**src/rtl/instruction_fetch_unit.sv**
```systemverilog
// Instruction fetch front end: owns the PC/nPC pair, runs one word read per
// request against instruction RAM, and hands the word to the DataPath IR.
// Delayed branches, delay-slot annulment and fetch faults are handled here.
//
// Memory handshake: mem_read rises on the edge that accepts a request, with
// mem_addr registered on that same edge. Both then hold steady until an edge
// samples MFC=1 (mem_data_in is taken on that edge) or the fetch times out.
// mem_read drops on that edge. A one-cycle IR_Enable strobe follows a capture.
module instruction_fetch_unit #(
  parameter logic [31:0] RESET_PC = 32'h0000_0000,
  parameter int          TIMEOUT  = 15
) (
  input  logic        Clk,
  input  logic        Clr,
  input  logic        fetch_req,
  input  logic        branch_taken,
  input  logic [31:0] branch_target,
  input  logic        annul,
  input  logic        fault_ack,
  output logic [31:0] mem_addr,
  output logic        mem_read,
  input  logic [31:0] mem_data_in,
  input  logic        MFC,
  output logic [31:0] IR_In,
  output logic        IR_Enable,
  output logic        ready,
  output logic [31:0] PC,
  output logic [31:0] nPC,
  output logic        fetch_fault,
  output logic [1:0]  fault_code,
  output logic [1:0]  fsm_state
);

  typedef enum logic [1:0] {
    S_IDLE = 2'd0,
    S_WAIT = 2'd1,
    S_LOAD = 2'd2
  } state_t;

  localparam logic [31:0] NOP_WORD    = 32'h0100_0000;
  localparam logic [7:0]  TIMEOUT_CNT = 8'(TIMEOUT);
  localparam logic [1:0]  CODE_NONE   = 2'b00;
  localparam logic [1:0]  CODE_ALIGN  = 2'b01;
  localparam logic [1:0]  CODE_TMO    = 2'b10;

  state_t      state, state_next;
  logic [7:0]  wait_cnt;
  logic [7:0]  wait_cnt_inc;
  logic        redir_pend;
  logic [31:0] redir_target;
  logic        annul_pend;
  logic        accept;
  logic        misaligned;
  logic        timed_out;
  logic        capture;

  // Request decode, timeout detection and next-state selection.
  always_comb begin
    wait_cnt_inc = wait_cnt + 8'd1;
    accept       = (state == S_IDLE) && fetch_req && !fetch_fault && (PC[1:0] == 2'b00);
    misaligned   = (state == S_IDLE) && fetch_req && !fetch_fault && (PC[1:0] != 2'b00);
    capture      = (state == S_WAIT) && MFC;
    timed_out    = (state == S_WAIT) && !MFC && (wait_cnt_inc == TIMEOUT_CNT);
    state_next   = state;
    case (state)
      S_IDLE:  if (accept) state_next = S_WAIT;
      S_WAIT: begin
        if (capture)        state_next = S_LOAD;
        else if (timed_out) state_next = S_IDLE;
      end
      S_LOAD:  state_next = S_IDLE;
      default: state_next = S_IDLE;
    endcase
  end

  assign IR_Enable = (state == S_LOAD);
  assign ready     = (state == S_IDLE);
  assign fsm_state = state;

  // State register.
  always_ff @(posedge Clk or negedge Clr) begin
    if (!Clr) state <= S_IDLE;
    else      state <= state_next;
  end

  // Memory request, wait counter and IR capture.
  always_ff @(posedge Clk or negedge Clr) begin
    if (!Clr) begin
      mem_addr <= 32'h0;
      mem_read <= 1'b0;
      wait_cnt <= 8'h0;
      IR_In    <= 32'h0;
    end else begin
      if (accept) begin
        mem_addr <= PC;
        mem_read <= 1'b1;
        wait_cnt <= 8'h0;
      end else if (capture) begin
        mem_read <= 1'b0;
        // An annul latched earlier, or raised on this very edge, replaces the word.
        IR_In    <= (annul_pend || annul) ? NOP_WORD : mem_data_in;
      end else if (state == S_WAIT) begin
        wait_cnt <= wait_cnt_inc;
        if (timed_out) mem_read <= 1'b0;
      end
    end
  end

  // PC/nPC advance on LOAD; a strobe arriving during LOAD redirects right away.
  always_ff @(posedge Clk or negedge Clr) begin
    if (!Clr) begin
      PC  <= RESET_PC;
      nPC <= RESET_PC + 32'd4;
    end else if (state == S_LOAD) begin
      PC <= nPC;
      if (branch_taken)    nPC <= branch_target;
      else if (redir_pend) nPC <= redir_target;
      else                 nPC <= nPC + 32'd4;
    end
  end

  // Pending redirect and annul: consumed by LOAD, later strobes overwrite.
  always_ff @(posedge Clk or negedge Clr) begin
    if (!Clr) begin
      redir_pend   <= 1'b0;
      redir_target <= 32'h0;
      annul_pend   <= 1'b0;
    end else if (state == S_LOAD) begin
      redir_pend <= 1'b0;
      // An annul seen during LOAD targets the following instruction.
      annul_pend <= annul;
    end else begin
      if (branch_taken) begin
        redir_pend   <= 1'b1;
        redir_target <= branch_target;
      end
      if (annul) annul_pend <= 1'b1;
    end
  end

  // Sticky fault flag; a new fault beats a simultaneous acknowledge.
  always_ff @(posedge Clk or negedge Clr) begin
    if (!Clr) begin
      fetch_fault <= 1'b0;
      fault_code  <= CODE_NONE;
    end else if (misaligned) begin
      fetch_fault <= 1'b1;
      fault_code  <= CODE_ALIGN;
    end else if (timed_out) begin
      fetch_fault <= 1'b1;
      fault_code  <= CODE_TMO;
    end else if (fault_ack) begin
      fetch_fault <= 1'b0;
      fault_code  <= CODE_NONE;
    end
  end

endmodule

```
**config.mk**
```make
export PLATFORM = sky130hd
export DESIGN_NAME = instruction_fetch_unit
export DESIGN_NICKNAME = d
export VERILOG_FILES = /design/src/rtl/instruction_fetch_unit.sv
export SDC_FILE = /design/constraint.sdc
export NUM_CORES = 1
export LEC_CHECK = 0
export ABC_CLOCK_PERIOD_IN_PS = 2800
export CAP_MARGIN = 15
export CORE_MARGIN = 2
export CORE_UTILIZATION = 35
export DETAILED_ROUTE_END_ITERATION = 12
export PLACE_DENSITY_LB_ADDON = 0.3
export RECOVER_POWER = 100
export SYNTH_ARGS = -nofsm -noshare
export SYNTH_HDL_FRONTEND = slang
export SYNTH_SLANG_ARGS = --single-unit
```
**constraint.sdc**
```tcl
create_clock -name Clk -period 2.8 [get_ports Clk]
set_input_delay 0.56 -clock Clk [delete_from_list [all_inputs] [get_ports Clk]]
set_output_delay 0.56 -clock Clk [all_outputs]
set_load 0.02 [all_outputs]
```
# --- Yosys cells after proc, flatten, opt, wreduce, memory -nomap -nowiden ---
# Cells that the tools add are included.
word_totals:
  output_inout_bits: 136
  regBits: 176
classes:
  reduce_logical: 24
  n_addsub: 2
  bitwise_logic: 2
  n_mux: 24
  n_eq_ne: 6
op_table:
  columns: ["cell", "count"]
  rows:
  - ["$mux 32", 3]
  - ["$add 32x3->32 const B", 1]
  - ["$mux 8", 3]
  - ["$mux 2", 6]
  - ["$mux 1", 11]
  - ["$reduce_and 2->1", 5]
  - ["$reduce_bool 3->1", 3]
  - ["$add 8x1->8 const B", 1]
  - ["$eq 8x4->1 const B", 1]
  - ["$reduce_bool 2->1", 4]
  - ["$logic_and 1x1->1", 7]
  - ["$logic_not 2->1", 2]
  - ["$pmux 2 s2", 1]
  - ["$ne 3x3->1 const B", 1]
  - ["$eq 2x1->1 const B", 1]
  - ["$eq 2x2->1 const B", 1]
  - ["$logic_not 1->1", 2]
  - ["$ne 2x1->1 const B", 1]
  - ["$ne 2x2->1 const B", 1]
  - ["$not 1->1", 2]
  - ["$logic_or 1x1->1", 1]

# --- Depth between registers and ports, before layout ---
logic_depth:
  word_depth: 7
  depth_mapped: 7
  ltp_nobuf: 6

# --- Worst setup path after synthesis ---
# Ideal clock, no wire load.
synth_path:
  path_type: "register to register"
  startpoint: "register nPC[14]"
  endpoint: "register nPC[31]"
  t_arrival_ns: 2.108
  setup_slack_ns: 0.624
  synth_period_minus_slack_ns: 2.176
  path_stages_with_launch: 7
  n_path_buf: 1
  setup_time_ns: 0.069
  path_cell_list: "dfrtp_1 -> nand3_2 -> or2_2 -> or4_1 -> clkbuf_2 -> or4_1 -> nand3_1"
synth_via:
  elab_chain_cells: 3
synth_rtl:
  columns: ["item", "line", "text"]
  rows:
  - ["start, declared", "28", "output logic [31:0] nPC,"]
  - ["start signal, assigned", "113", "nPC <= RESET_PC + 32'd4;"]
  - ["start signal, assigned", "116", "if (branch_taken) nPC <= branch_target;"]
  - ["start signal, assigned", "117", "else if (redir_pend) nPC <= redir_target;"]
  - ["$add 32x3->32", "118", "else nPC <= nPC + 32'd4;"]
  - ["$mux 32", "117", null]
  - ["$mux 32", "116", null]
# No other way between the ends.
# A chain may end at the register's enable or synchronous reset.

# --- Worst setup path in the final report ---
# Ends and elaborated chain as after synthesis.

==> impl_metrics.yaml <==
grt:
  antenna_found_initial: 0
  grt_pass1_vias: 6574
  grt_pass1_wl_mm: 36.26
  gr-total-overflow: 0
  grt_max_degree: 65
  track_usage: 0.1924
power:
  irDropWorstVdd_mv: 0.4031
  intPower_w: 0.006558
  clkPwrFrac: 0.227
  leakage_nw: 4.861
  p_per_area_nw_per_um2: 997.2
  seqPwrFrac: 0.386
  netSwitchingPower_w: 0.004235
  p_sw_frac: 0.3924
  p_comb_frac: 0.387
sta:
  fin_crit_sh: 0.9031
  rsz0062_at_grt: "no"
  finClkSkew_ns: 0.01264
  period_needed_ns: 2.529
  setup_viol: 0
  hold_viol: 0
  fmax_mhz: 395.5
  drv_slew: 65
  relSlewSlack: -0.1044
  worst_slew_pin_slew_ns: 1.657
  fin_tns_setup_ns: 0
place:
  numPortBuffers: 206
  post-dp-hpwl_mm: 15.70
  globalplace.congestion: 0.8492
  placed_area_um2: 10310
floorplanning:
  die_area_um2: 23710
  num_io_pins: 207
  std_cell_rows: 54
  die_w_um: 154.0
  start_util: 0.3585
  coreArea_um2: 21960
  fp.dieH_um: 154.0
critical_path:
  end_kind: "register"
  timing.rr.end: "nPC[31]"
  slowest_stage: "or4_1"
  reg2reg_from: "nPC[14]"
  arrival_ns: 2.89
  crit_family: "simple AND/OR/NAND/NOR gates"
  r2r_setup_slack_ns: 0.27
  path_class: "reg2reg"
  critPathMaxFanout: 10
  r2r_cells: 5
  required_ns: 3.16
  critPathLaunchType: "register"
  crit_path_cell_trace: "nand3_1 > or2_2 > or4_1 > or4_1 > nand3_1"
  cp.buffers_inverters: 0
  slowest_delay_ns: 0.55
finish:
  num-fill-cells: 2024
  antenna_cells: 0
  final_util: 0.4929
  final_net_count: 1050
  fin_area_um2: 10820
  final_cell_mix: "179 x nand2_1, 175 x dfrtp_1, 138 x dlygate4sd3_1"
  area_growth_pct: 37.50
  drive_gt1_frac: 0.1254
  layout_commonest_cell: "nand2_1"
worst_hold_path:
  min_to: "IR_In[6]"
  min_path_type: "reg2reg"
  min_path_cells: 2
  holdCritStartpoint: "IR_In[6]"
route:
  ant_nets: 0
  vias: 6658
  drc: 0
  dr.pass1.iters: 7
  via_per_inst: 5.247
  wl_per_cell_um: 17.71
  drt_iter0_markers: 615
  drt-total-wl_mm: 22.47
synth:
  synth_top_cell_area_share: 0.5564
  async_flop_share: 1.000
  synth_top_area_cell: "dfrtp_1"
  ys.warnings.count: 0
  synth_flop_cell: "dfrtp_1"
  syn_inst: 779
  synthTopCellsByArea: "dfrtp_1 56%, mux2_2 8.9%, nand2_1 8.5%"
  ys_ff_latch: 176
  synth.net_count: 853
  syn_area_um2: 7871
  synth_edf_count: 0
  synth_cell_types: 59
  syn_avg_cell_area_um2: 10.10
  seq_area_frac_synth: 0.5597
cts:
  cts_setup_buffers: 0
  clock_latency_ns: 0.43
  cts_tree: "done"
  h-tree-depth: 4
  cts-root-buf: "clkbuf_16"
  postCtsResizedCells: 0
  cts_inserted_buffers: 17
  clock_sinks: 176
  clkTransAtPathRegs_ns: 0.07
  holdBufCountCts: 0
  ctsLongestPathBuffers: 2
run:
  drv_cap: 1
run_status:
  violations: "max-capacitance violations, max-slew violations"
  status: "finished, violations left"
## worst register-to-register path: stages, from the launching register on
cell     delay, ns
dfrtp_1       0.46
nand3_1       0.40
or2_2         0.43
or4_1         0.54
or4_1         0.55
nand3_1       0.10
## worst max-delay path by stage
stage / from / to / slack, ns / depth (start not counted)
floorplan: nPC[14] / nPC[31] / 0.62 / 6
global placement: branch_taken / nPC[23] / 0.27 / 7
detailed placement: branch_taken / nPC[25] / 0.25 / 6
CTS: nPC[2] / nPC[30] / 0.34 / 7
global route: fsm_state[0] / nPC[25] / 0.10 / 6
finish: nPC[14] / nPC[31] / 0.27 / 5
## power groups by stage
stage | Sequential, W | Combinational [W] | Clock [W]
finish | 0.00417 | 0.00417 | 0.00245
global route | 0.00431 | 0.00453 | 0.00261
CTS | 0.00421 | 0.00452 | 0.00251
detailed placement | 0.00425 | 0.00451 | 0
global placement | 0.00422 | 0.00444 | 0
floorplan | 0.00489 | 0.00149 | 0
## cells in the mapped netlist (2+ instances only)
master	number
nor2b_1	6
a221o_1	5
mux2i_1	2
o41ai_1	3
clkbuf_1	42
and4_4	2
o21ai_0	87
and2_1	3
a222oi_1	6
nand4_1	7
nor2_1	29
a22o_1	2
o22ai_1	7
or4_1	8
o31ai_1	2
buf_1	10
a21oi_1	19
dfrtp_1	175
ha_1	3
and4_1	2
mux2_2	62
a22oi_1	14
nand2_1	179
a31oi_1	6
o2bb2ai_1	3
nand3b_1	2
o21a_1	4
a211oi_1	3
a221oi_1	5
nor3_1	6
and3_1	10
o211ai_1	7
nand3_1	11
inv_1	10
nand2b_1	6
or2_2	3
nor4_1	6
## cells by family after synthesis
| logic type | count (synthesis) | share of synthesized area |
|---|---|---|
| simple gates | 287 | 0.1655 |
| compound gates | 184 | 0.1475 |
| flops | 176 | 0.5597 |
| buf+inv | 65 | 0.03131 |
| mux | 64 | 0.09124 |
| fa+ha+maj | 3 | 0.004769 |
## flip-flops by register name, summed over array words and instances, names as in the netlist
name / count
annul_pend: 1
mem_read: 1
IR_In: 32
nPC: 32
wait_cnt: 8
mem_addr: 32
fetch_fault: 1
redir_target: 32
PC: 32
redir_pend: 1
fault_code: 2
fsm_state: 2
## layout make-up
| cell class | instances | area [um^2] | share of cell area |
|---|---|---|---|
| Inverter | 11 | 41.29 | 0.003815 |
| Multi-Input combinational cell | 538 | 3217 | 0.2972 |
| Tap cell | 280 | 350.3 | 0.03237 |
| Timing Repair Buffer | 232 | 2210 | 0.2042 |
| Sequential cell | 176 | 4405 | 0.4071 |
| Clock inverter | 15 | 173.9 | 0.01607 |
| Clock buffer | 17 | 425.4 | 0.03931 |
## per-stage QoR
stage          total power [W]  worst slack (ns)  hold slack, ns  instances
3_3_place_gp          0.008662            0.2737          0.4623       1237
4_1_cts                0.01124            0.3397          0.1352       1269
2_1_floorplan         0.006383            0.6236          0.2644        779
3_5_place_dp          0.008759            0.2512          0.4714       1237
5_1_grt                0.01144            0.1022          0.5098       1269
6_report               0.01079            0.2714          0.4736       1269
## metal layers
metal | GRT usage | up-vias | wire length (um)
li1 | - | 3170 | -
met1 | 0.2693 | 3204 | 10590
met2 | 0.3009 | 256 | 10250
met3 | 0.03720 | 28 | 1338
met4 | 0.06364 | 0 | 291
met5 | 0 | - | 0
(Power assumes the default switching activity.)
==> edit: new RTL, same settings <==
Register the output `fault_code` once more, with the module's reset; this adds one clock of latency there. The other outputs are not delayed to match.
--- a/src/rtl/instruction_fetch_unit.sv
+++ b/src/rtl/instruction_fetch_unit.sv
@@ -43,4 +43,6 @@
   localparam logic [1:0]  CODE_ALIGN  = 2'b01;
   localparam logic [1:0]  CODE_TMO    = 2'b10;
+
+  logic [1:0] fault_code_s0;
 
   state_t      state, state_next;
@@ -143,14 +145,22 @@
     if (!Clr) begin
       fetch_fault <= 1'b0;
-      fault_code  <= CODE_NONE;
+      fault_code_s0 <= CODE_NONE;
     end else if (misaligned) begin
       fetch_fault <= 1'b1;
-      fault_code  <= CODE_ALIGN;
+      fault_code_s0 <= CODE_ALIGN;
     end else if (timed_out) begin
       fetch_fault <= 1'b1;
-      fault_code  <= CODE_TMO;
+      fault_code_s0 <= CODE_TMO;
     end else if (fault_ack) begin
       fetch_fault <= 1'b0;
-      fault_code  <= CODE_NONE;
+      fault_code_s0 <= CODE_NONE;
+    end
+  end
+
+  always_ff @(posedge Clk or negedge Clr) begin
+    if (!Clr) begin
+      fault_code <= '0;
+    end else begin
+      fault_code <= fault_code_s0;
     end
   end
Behaviour: not the same (a bounded check fails within 10 cycles, from zero or initial values).
==> edit against the unedited design <==
  * The run still ends with capacitance limit, slew limit left
  * Sequential cell count grew 2
  * Wire length rose by 0.76%
  * Worst setup slack better by 20 ps
  * Sequential power barely moved
  * Critical path depth is 1 higher
  * Design area increased by 0.95%
  * Power decreased by 0.37%
  * Area after synthesis up 1.7%
  * Combinational power is 3% lower
  * Count of clock-buffer cells in the layout is 1 higher
  * Critical path type unchanged
  * Largest cell class unchanged
  * Largest power group unchanged
==> edit: results (changes against the unedited design) <==
- The global-route usage over all layers is 19.1% (-0.17 points).
- The maximum VDD drop came to 0.409 mV (+1.4%).
- The final weighted congestion of routability-driven global placement is 0.832 (-2.0%).
- The run finished, with violations left.
- The synthesized netlist net count was 859 (+0.70%).
- The reported max-cap violation count came to 1 (unchanged).
- The transition time at the pin with the least slew margin is 1520 ps (-141 ps).
- Ranked by instance count, the synthesized netlist is headed by sky130_fd_sc_hd__nand2_1 (181), sky130_fd_sc_hd__dfrtp_1 (177), sky130_fd_sc_hd__o21ai_0 (95), sky130_fd_sc_hd__mux2_2 (62), sky130_fd_sc_hd__nor2_1 (33).
- The share of synthesized area occupied by flip-flops and latches was 55.6% (-0.34 points).
- The static power due to leakage is 0.00497 uW (+2.1%).
- The number of instances resized during post-cts repair was 0 (unchanged).
- The number of vias after detailed routing is 6578 (-1.2%).
- The data required time of the critical path is 3050 ps (-110 ps).
- The setup skew after layout is 16.0 ps (+3.33 ps).
- The maximum number of pins on one net before global-route repair came to 88 (+35%).
- The final clock period utilization by the worst path is 89.6% (-0.72 points).
- The half-perimeter wire length after detailed placement is 15800 um (+0.37%).
- The checks that failed: capacitance limit, slew limit.
- The count of fill cells added during filler insertion was 2099 (+3.7%).
- The proportion of layout cells with a drive suffix above 1 is 12.3% (-0.20 points).
- The final count of pins violating max slew is 57 (-12%).
- The number of antenna violations at the first check in global routing is 1 (+1).
- The wire length per cell is 17.8 um (+0.28%).
- The wire length of the first global-routing pass is 36200 um (-0.28%).
- The count of TritonRoute iterations in the first routing pass is 6 (-1).
- After synthesis, the cell types taking the most area are sky130_fd_sc_hd__dfrtp_1 (55%), sky130_fd_sc_hd__mux2_2 (8.7%), sky130_fd_sc_hd__nand2_1 (8.5%).
- The highest net fanout along the worst path came to 7 (-3).
-- edit: cell count changes in the layout (fill, tap and decap cells not counted), moves of 4 or more --
cell / delta
sky130_fd_sc_hd__o21a_1: -4
sky130_fd_sc_hd__nand3_1: -5
sky130_fd_sc_hd__or4_1: -8
sky130_fd_sc_hd__nor2_1: +4
sky130_fd_sc_hd__o211ai_1: -6
sky130_fd_sc_hd__a31oi_1: +9
sky130_fd_sc_hd__clkbuf_1: -8
sky130_fd_sc_hd__o21ai_0: +10
-- edit: final cells by class --
type / instances / area (um2) / area share [%]
repair buffers: 225 / 2210 / 20.2
flip-flops and latches: 178 / 4460 / 40.8
multi-input cells: 541 / 3230 / 29.5
inverters: 13 / 48.8 / 0.447
diodes: 1 / 2.50 / 0.0229
well taps: 285 / 357 / 3.26
clock buffers: 18 / 439 / 4.02
clock inverters: 14 / 190 / 1.74
-- edit: path summary, 6_finish.rpt --
| kind | from | end | slack (ps) |
|---|---|---|---|
| max | wait_cnt[0] | mem_read | 290 |
| min | fault_code_s0[1] | fault_code[1] | 380 |
| max reg2reg | wait_cnt[0] | mem_read | 290 |
| min reg2reg | fault_code_s0[1] | fault_code[1] | 380 |
| max in group asynchronous | Clr | nPC[20] | 610 |
| min in group asynchronous | Clr | IR_In[10] | 490 |
-- edit: critical path, cell delays in order (launching register included) --
cell and delay, ps:
sky130_fd_sc_hd__dfrtp_1 440, sky130_fd_sc_hd__ha_1 260, sky130_fd_sc_hd__and3_1 250, sky130_fd_sc_hd__and3_4 210, sky130_fd_sc_hd__or3_1 350, sky130_fd_sc_hd__a2111oi_2 640, sky130_fd_sc_hd__o211ai_1 190
-- edit: stage by stage --
step | cells | power (uW) | utilization, % | area, um2
after global placement | 1242 | 8520 | 46.0 | 10400
final | 1275 | 10800 | 48.4 | 10900
after detailed placement | 1242 | 8610 | 46.0 | 10400
after floorplan | 785 | 6330 | - | 8010
after CTS | 1274 | 11200 | 48.8 | 11000
after global routing | 1275 | 11400 | 48.4 | 10900
-- edit: layer usage --
layer  vias up  track usage (%)  part of all wire (%)
met3        33             3.15                   4.6
met1      3202             26.9                    46
li1       3165                -                     -
met5         -                0                     0
met2       178             29.6                    47
met4         0             7.38                   2.8
-- edit: cells by family (layout without fill, tap and decap cells) --
group / after synthesis / after routing / share of synthesized area, %
mux: 64 / 64 / 8.97
compound gates: 192 / 192 / 15.2
buf+inv: 66 / 270 / 3.56
xor+xnor: 2 / 2 / 0.219
other cells: 0 / 1 / 0
flops: 178 / 178 / 55.6
fa+ha+maj: 3 / 3 / 0.469
simple gates: 280 / 280 / 16.0
-- edit: report_power, final --
group          internal (uW)  switching (uW)
registers               3380             794
logic                   1760            2270
clock network           1460            1090
total                   6600            4150
